==> src/rtl/minilab0.sv <==
// minilab0: DE1-SoC self-test that fills two FIFOs with fixed sequences and
// multiply-accumulates them, showing the 24-bit result on HEX5..HEX0.
// Latency: DONE is reached 18 cycles after reset release; the display is
// combinational from registered state.
// Backpressure: none. The FILL/EXEC sequencing obeys the FIFO full/empty flags.
//
// Ports:
//   CLOCK_50            functional clock
//   CLOCK2/3/4_50       unused (pinout only)
//   KEY[0]              rst_n (synchronous, active-low); KEY[3:1] unused
//   SW[0]               display enable; SW[9:1] unused
//   HEX0..HEX5          active-low seven-segment digits, HEX0 = least significant nibble
//   LEDR[1:0]           FSM state (FILL=00, EXEC=01, DONE=10); LEDR[9:2] = 0

// minilab0_fifo: synchronous DEPTH x DATA_WIDTH first-in first-out buffer.
// Latency: rd_dat is registered and valid the cycle after rden.
// Backpressure: a write while full and a read while empty are dropped; rd_dat holds.
module minilab0_fifo #(
  parameter int DEPTH      = 8,
  parameter int DATA_WIDTH = 8
) (
  input  logic                  clk,
  input  logic                  rst_n,
  input  logic                  wren,
  input  logic                  rden,
  input  logic [DATA_WIDTH-1:0] wr_dat,
  output logic [DATA_WIDTH-1:0] rd_dat,
  output logic                  full,
  output logic                  empty
);
  localparam int AW = (DEPTH > 1) ? $clog2(DEPTH) : 1;
  localparam logic [AW:0]   DEPTH_C = (AW + 1)'(DEPTH);
  localparam logic [AW-1:0] LAST_C  = AW'(DEPTH - 1);

  logic [DATA_WIDTH-1:0] mem [DEPTH];
  logic [AW-1:0]         wr_ptr;
  logic [AW-1:0]         rd_ptr;
  logic [AW:0]           count;
  logic                  do_wr;
  logic                  do_rd;

  assign full  = (count == DEPTH_C);
  assign empty = (count == '0);
  assign do_wr = wren && !full;
  assign do_rd = rden && !empty;

  // Storage needs no reset; the pointers and count define what is valid.
  always_ff @(posedge clk) begin
    if (do_wr) begin
      mem[wr_ptr] <= wr_dat;
    end
  end

  always_ff @(posedge clk) begin
    if (!rst_n) begin
      wr_ptr <= '0;
      rd_ptr <= '0;
      count  <= '0;
      rd_dat <= '0;
    end else begin
      if (do_wr) begin
        wr_ptr <= (wr_ptr == LAST_C) ? '0 : wr_ptr + AW'(1);
      end
      if (do_rd) begin
        rd_ptr <= (rd_ptr == LAST_C) ? '0 : rd_ptr + AW'(1);
        rd_dat <= mem[rd_ptr];
      end
      // Simultaneous read and write leave the count unchanged.
      case ({do_wr, do_rd})
        2'b10:   count <= count + (AW + 1)'(1);
        2'b01:   count <= count - (AW + 1)'(1);
        default: count <= count;
      endcase
    end
  end
endmodule

// minilab0: top level, FILL -> EXEC -> DONE sequencer with MAC and display.
// Latency: 8 fill cycles, 1 turnaround, 8 reads plus 1 MAC pipeline cycle.
// Backpressure: writes stop on FIFO full, reads stop on FIFO empty.
module minilab0 #(
  parameter int DEPTH      = 8,
  parameter int DATA_WIDTH = 8,
  parameter int ACC_WIDTH  = 24
) (
  input  logic       CLOCK_50,
  input  logic       CLOCK2_50,
  input  logic       CLOCK3_50,
  input  logic       CLOCK4_50,
  input  logic [3:0] KEY,
  input  logic [9:0] SW,
  output logic [6:0] HEX0,
  output logic [6:0] HEX1,
  output logic [6:0] HEX2,
  output logic [6:0] HEX3,
  output logic [6:0] HEX4,
  output logic [6:0] HEX5,
  output logic [9:0] LEDR
);
  localparam int CW = $clog2(DEPTH) + 1;
  localparam logic [CW-1:0] DEPTH_C = CW'(DEPTH);

  typedef enum logic [1:0] {
    FILL = 2'b00,
    EXEC = 2'b01,
    DONE = 2'b10
  } state_t;

  logic                    rst_n;
  state_t                  state;
  state_t                  next_state;
  logic [CW-1:0]           fill_cnt;
  logic [CW-1:0]           rd_cnt;
  logic                    mac_vld;
  logic [ACC_WIDTH-1:0]    acc;
  logic                    wren;
  logic                    rden;
  logic [DATA_WIDTH-1:0]   fill_idx;
  logic [DATA_WIDTH-1:0]   wr_dat0;
  logic [DATA_WIDTH-1:0]   wr_dat1;
  logic [DATA_WIDTH-1:0]   rd_dat0;
  logic [DATA_WIDTH-1:0]   rd_dat1;
  logic                    full0;
  logic                    full1;
  logic                    empty0;
  logic                    empty1;
  logic [2*DATA_WIDTH-1:0] prod;
  logic                    show;
  logic                    unused_ok;

  assign rst_n = KEY[0];

  // Inputs present only for the board pinout.
  assign unused_ok = &{1'b0, KEY[3:1], SW[9:1], CLOCK2_50, CLOCK3_50, CLOCK4_50};

  // Operand sequences: FIFO0 gets 5*(i+1), FIFO1 gets 10*(i+1).
  assign fill_idx = DATA_WIDTH'(fill_cnt) + DATA_WIDTH'(1);
  assign wr_dat0  = fill_idx * DATA_WIDTH'(5);
  assign wr_dat1  = fill_idx * DATA_WIDTH'(10);

  assign wren = (state == FILL) && (fill_cnt < DEPTH_C) && !full0 && !full1;
  assign rden = (state == EXEC) && !empty0 && !empty1 && (rd_cnt < DEPTH_C);

  minilab0_fifo #(.DEPTH(DEPTH), .DATA_WIDTH(DATA_WIDTH)) u_fifo0 (
    .clk    (CLOCK_50),
    .rst_n  (rst_n),
    .wren   (wren),
    .rden   (rden),
    .wr_dat (wr_dat0),
    .rd_dat (rd_dat0),
    .full   (full0),
    .empty  (empty0)
  );

  minilab0_fifo #(.DEPTH(DEPTH), .DATA_WIDTH(DATA_WIDTH)) u_fifo1 (
    .clk    (CLOCK_50),
    .rst_n  (rst_n),
    .wren   (wren),
    .rden   (rden),
    .wr_dat (wr_dat1),
    .rd_dat (rd_dat1),
    .full   (full1),
    .empty  (empty1)
  );

  assign prod = (2 * DATA_WIDTH)'(rd_dat0) * (2 * DATA_WIDTH)'(rd_dat1);

  always_ff @(posedge CLOCK_50) begin
    if (!rst_n) begin
      state    <= FILL;
      fill_cnt <= '0;
      rd_cnt   <= '0;
      mac_vld  <= 1'b0;
      acc      <= '0;
    end else begin
      state <= next_state;
      if (wren) begin
        fill_cnt <= fill_cnt + CW'(1);
      end
      if (rden) begin
        rd_cnt <= rd_cnt + CW'(1);
      end
      // FIFO read data lands one cycle after rden, so the MAC uses a delayed copy.
      mac_vld <= rden;
      if (mac_vld) begin
        acc <= acc + ACC_WIDTH'(prod);
      end
    end
  end

  always_comb begin
    next_state = state;
    case (state)
      FILL: if (full0 && full1) next_state = EXEC;
      // All reads issued and the last product is being accumulated this cycle.
      EXEC: if (mac_vld && (rd_cnt == DEPTH_C)) next_state = DONE;
      DONE: next_state = DONE;
      default: next_state = FILL;
    endcase
  end

  function automatic logic [6:0] seg7(input logic [3:0] nib);
    logic [6:0] s;
    case (nib)
      4'h0: s = 7'b1000000;
      4'h1: s = 7'b1111001;
      4'h2: s = 7'b0100100;
      4'h3: s = 7'b0110000;
      4'h4: s = 7'b0011001;
      4'h5: s = 7'b0010010;
      4'h6: s = 7'b0000010;
      4'h7: s = 7'b1111000;
      4'h8: s = 7'b0000000;
      4'h9: s = 7'b0011000;
      4'hA: s = 7'b0001000;
      4'hB: s = 7'b0000011;
      4'hC: s = 7'b1000110;
      4'hD: s = 7'b0100001;
      4'hE: s = 7'b0000110;
      default: s = 7'b0001110;
    endcase
    return s;
  endfunction

  assign show = SW[0] && (state == DONE);

  always_comb begin
    HEX0 = 7'b1111111;
    HEX1 = 7'b1111111;
    HEX2 = 7'b1111111;
    HEX3 = 7'b1111111;
    HEX4 = 7'b1111111;
    HEX5 = 7'b1111111;
    if (show) begin
      HEX0 = seg7(acc[3:0]);
      HEX1 = seg7(acc[7:4]);
      HEX2 = seg7(acc[11:8]);
      HEX3 = seg7(acc[15:12]);
      HEX4 = seg7(acc[19:16]);
      HEX5 = seg7(acc[23:20]);
    end
  end

  assign LEDR = {8'b0, state};
endmodule

==> config.mk <==
export PLATFORM = sky130hd
export DESIGN_NAME = minilab0
export DESIGN_NICKNAME = d
export VERILOG_FILES = /design/src/rtl/minilab0.sv
export SDC_FILE = /design/constraint.sdc
export NUM_CORES = 1
export LEC_CHECK = 0
export BUFFER_PORTS_ARGS = -buffer_cell sky130_fd_sc_hd__buf_2
export CORE_MARGIN = 4
export CORE_UTILIZATION = 52
export CTS_CLUSTER_DIAMETER = 80
export DETAILED_ROUTE_END_ITERATION = 7
export GPL_TIMING_DRIVEN = 0
export PLACE_DENSITY = 0.8
export RECOVER_POWER = 100
export SLEW_MARGIN = 0
export SYNTH_ARGS = -nofsm -noshare
export SYNTH_HDL_FRONTEND = slang
export SYNTH_HIERARCHICAL = 1
export SYNTH_SLANG_ARGS = --single-unit
==> constraint.sdc <==
create_clock -name CLOCK_50 -period 7.4 [get_ports CLOCK_50]
set_input_delay 0.37 -clock CLOCK_50 [delete_from_list [all_inputs] [get_ports CLOCK_50]]
set_output_delay 0.37 -clock CLOCK_50 [all_outputs]
set_load 0.05 [all_outputs]
==> key figures <==
Status
  • Outcome: finished with violations
  • Failing checks: capacitance limit, slew limit

Routing
  • Final antenna-violating net count: 0
  • Final WL: roughly 27 mm
  • DR WL/cell: 16.6 um
  • Vias per Instance: 5.45
  • DRT iter0 DRCs: 556
  • Via Count: 8,899
  • First-pass iteration count of the detailed router: 5
  • DRC: 0

Clock tree
  • Cts bufs inserted: 25
  • Maximum root-to-sink buffer count: 3
  • Worst-path clk slew: 0.06 ns
  • Root Driver: clkbuf_16
  • Worst skew pair latency: 0.54 ns
  • Sink Count: 241
  • Htree depth: 1
  • Post-cts hold buffer count: 0
  • Postcts setup bufs: 0
  • CTS tree: yes
  • Post-CTS sizing: 0

Yosys
  • Post-Synthesis Cells: about 1.2k
  • Yosys cell types: 88
  • Mapped Area: 13,600 um^2
  • Post-synthesis xor/xnor area fraction: 0.0166
  • Flops & latches, synth: 241
  • Synth Area in Compound Gates: 0.100
  • Synth Area in Adders: 0.165
  • Post-synth ARST share: 0
  • Synth area leaders: edfxtp_1 28%, dfxtp_1 17%, ha_1 8.7%
  • Synth Area in Simple Gates: 0.130
  • Yosys top cell by area: edfxtp_1
  • Most instantiated cells after synthesis: 136 x inv_1, 128 x edfxtp_1, 113 x dfxtp_1
  • Mean Syn Cell Area: ~11 um^2
  • Post-synthesis sequential area ratio: 0.448
  • Post-synth EDFFs: 128
  • Most frequent cell after synthesis: inv_1
  • Synth top area share: 0.282
  • Multiplexer share of the synthesized area: 0.0801
  • YS warnings: 6
  • Top_reg_cell synth: edfxtp_1
  • Largest family of logic cells by synthesized area: adder cells

Global route
  • Initial antenna violation count: 0
  • First-pass GRT wire length: 44.8 mm
  • GRT Total Usage: 0.189
  • Pin count of the biggest net entering global routing: 22
  • Grt total ovfl: 0
  • Vias in the first global route: around 9k

Timing
  • Slew @ Worst Pin: 1.89 ns
  • Setup TNS: 0 ns
  • Max-slew violations: 18
  • Fmax: around 160 MHz
  • Layout Skew: 0.0171 ns
  • Worst slew margin: -0.278
  • Hold Violations, Final: 0
  • Crit share post-route: 0.833
  • Tmin final: 6.16 ns
  • RSZ-0062 raised after global routing: no
  • Setup-failing EPs final: 0

Hold path
  • Worst Hold Class: reg2reg
  • Worst Hold Depth: 2
  • Hold path startpoint: rd_cnt[3]
  • WHS Endpoint: rd_cnt[3]

Finish
  • Nets: 1,451
  • Share of layout cells above drive strength 1: 0.126
  • Antenna diode instance count: 0
  • Post-Layout Cell Count: 1,634
  • Area grow syn2layout: 11.0%

Worst setup path
  • Critical Path Start Type: register
  • Worst-path maximum fanout: 9
  • Worst R2R Path Depth: 20
  • Setup slack, reg-to-reg: 1.24 ns
  • Worst Setup End Kind: register
  • Crit Path Category: reg2reg
  • Required time of the critical path: roughly 7.8 ns
  • Worst reg2reg startpoint: u_fifo0/rd_dat[0]
  • CP Launch Point: u_fifo0/rd_dat[0]
  • Critical path arrival: roughly 6.6 ns

Placement
  • Port Buffers: 46
  • Routability cong.: 0.831
  • Final HPWL DP: 19.2 mm
  • Placed cell count: 1,588

Floorplan
  • Die X: 170 um
  • Die area: 28,800 um^2
  • Core area: 25,500 um^2
  • Num ports: 70
  • Rows: 58
  • Initial Util: 0.535
  • Die Ht: 170 um

Power and ir drop
  • VDD IR max: 0.301 mV
  • Power per cell area: 261 nW/um^2
  • Static Leakage: 0.00617 uW

Run
  • Max Cap Viol: 2
-- routing by layer --
layer | GRT usage | wire, um | up-vias | part of all wire
met2 | 0.336 | 13500 | 208 | 0.50
met5 | 0 | 0 | - | 0
met3 | 0.0302 | 1270 | 45 | 0.047
met1 | 0.242 | 11800 | 4319 | 0.43
li1 | - | - | 4327 | -
met4 | 0.0504 | 635 | 0 | 0.023
-- worst max-delay path, cell delays in order (launching register included) --
cell and delay (ns):
dfxtp_1 0.51, nand2_1 0.13, fa_1 0.54, fa_1 0.56
inv_1 0.06, fa_1 0.53, inv_1 0.05, fa_1 0.52
inv_1 0.04, ha_1 0.34, o211ai_1 0.11, o21ai_0 0.63
o2111ai_4 0.20, a21boi_0 0.39, nand3_1 0.15, xor2_1 0.18
nor2_1 0.28, inv_1 0.14, ha_1 0.30, a211o_1 0.28
o211a_1 0.12
-- cell type report --
class / instances / area [um^2]
Fill cell: 2074 / 10400
Clock inverter: 13 / 218
Clock buffer: 33 / 717
Tap cell: 330 / 413
Sequential cell: 241 / 6110
Buffer: 44 / 245
Inverter: 142 / 542
Timing Repair Buffer: 47 / 178
Multi-Input combinational cell: 784 / 6700
-- cells in the final DEF, fill, tap and decap left out, drive strengths merged, types with 16 or more instances in the layout --
cell    Yosys  final
o22ai      25     25
o21ai      47     47
mux2i      32     32
dfxtp     113    113
or2        43     43
nand2      88     88
conb        1     16
ha         95     95
nor2       67     67
mux4       32     32
fa         53     53
and2       55     55
inv       140    143
edfxtp    128    128
buf        29     22
clkbuf     15    102
a21oi      32     32
-- power breakdown --
group / total, uW / switching, uW / internal, uW
clock network: 1400 / 535 / 864
logic: 673 / 444 / 228
registers: 1880 / 105 / 1770
total: 3950 / 1080 / 2860
-- logic make-up after synthesis --
logic type	Yosys count
AOI/OAI and AO/OA	190
xor gates and xnor gates	25
adders and majority gates	148
buffers and inverters	186
DFF	241
muxes	67
other	1
and+or+nand+nor	338
-- metrics by stage --
stage | instance area (um^2) | setup WS (ns) | total power [uW] | hold WS (ns) | utilization
2_1_floorplan | 13700 | 2.18 | 2350 | 0.474 | -
3_3_place_gp | 14300 | 1.74 | 2530 | 0.503 | 0.562
3_5_place_dp | 14300 | 1.66 | 2590 | 0.503 | 0.563
4_1_cts | 15300 | 1.63 | 4010 | 0.313 | 0.600
5_1_grt | 15100 | 0.889 | 4120 | 0.569 | 0.594
6_report | 15100 | 1.24 | 3950 | 0.518 | 0.594
-- worst max-delay path by stage --
stage	end	slack, ns	depth (start not counted)
after global routing	register	0.89	19
after CTS	register	1.63	20
after global placement	register	1.74	20
final	register	1.24	20
after detailed placement	register	1.66	20
after floorplan	register	2.18	21
No activity file was read; power rests on OpenSTA's default activity.
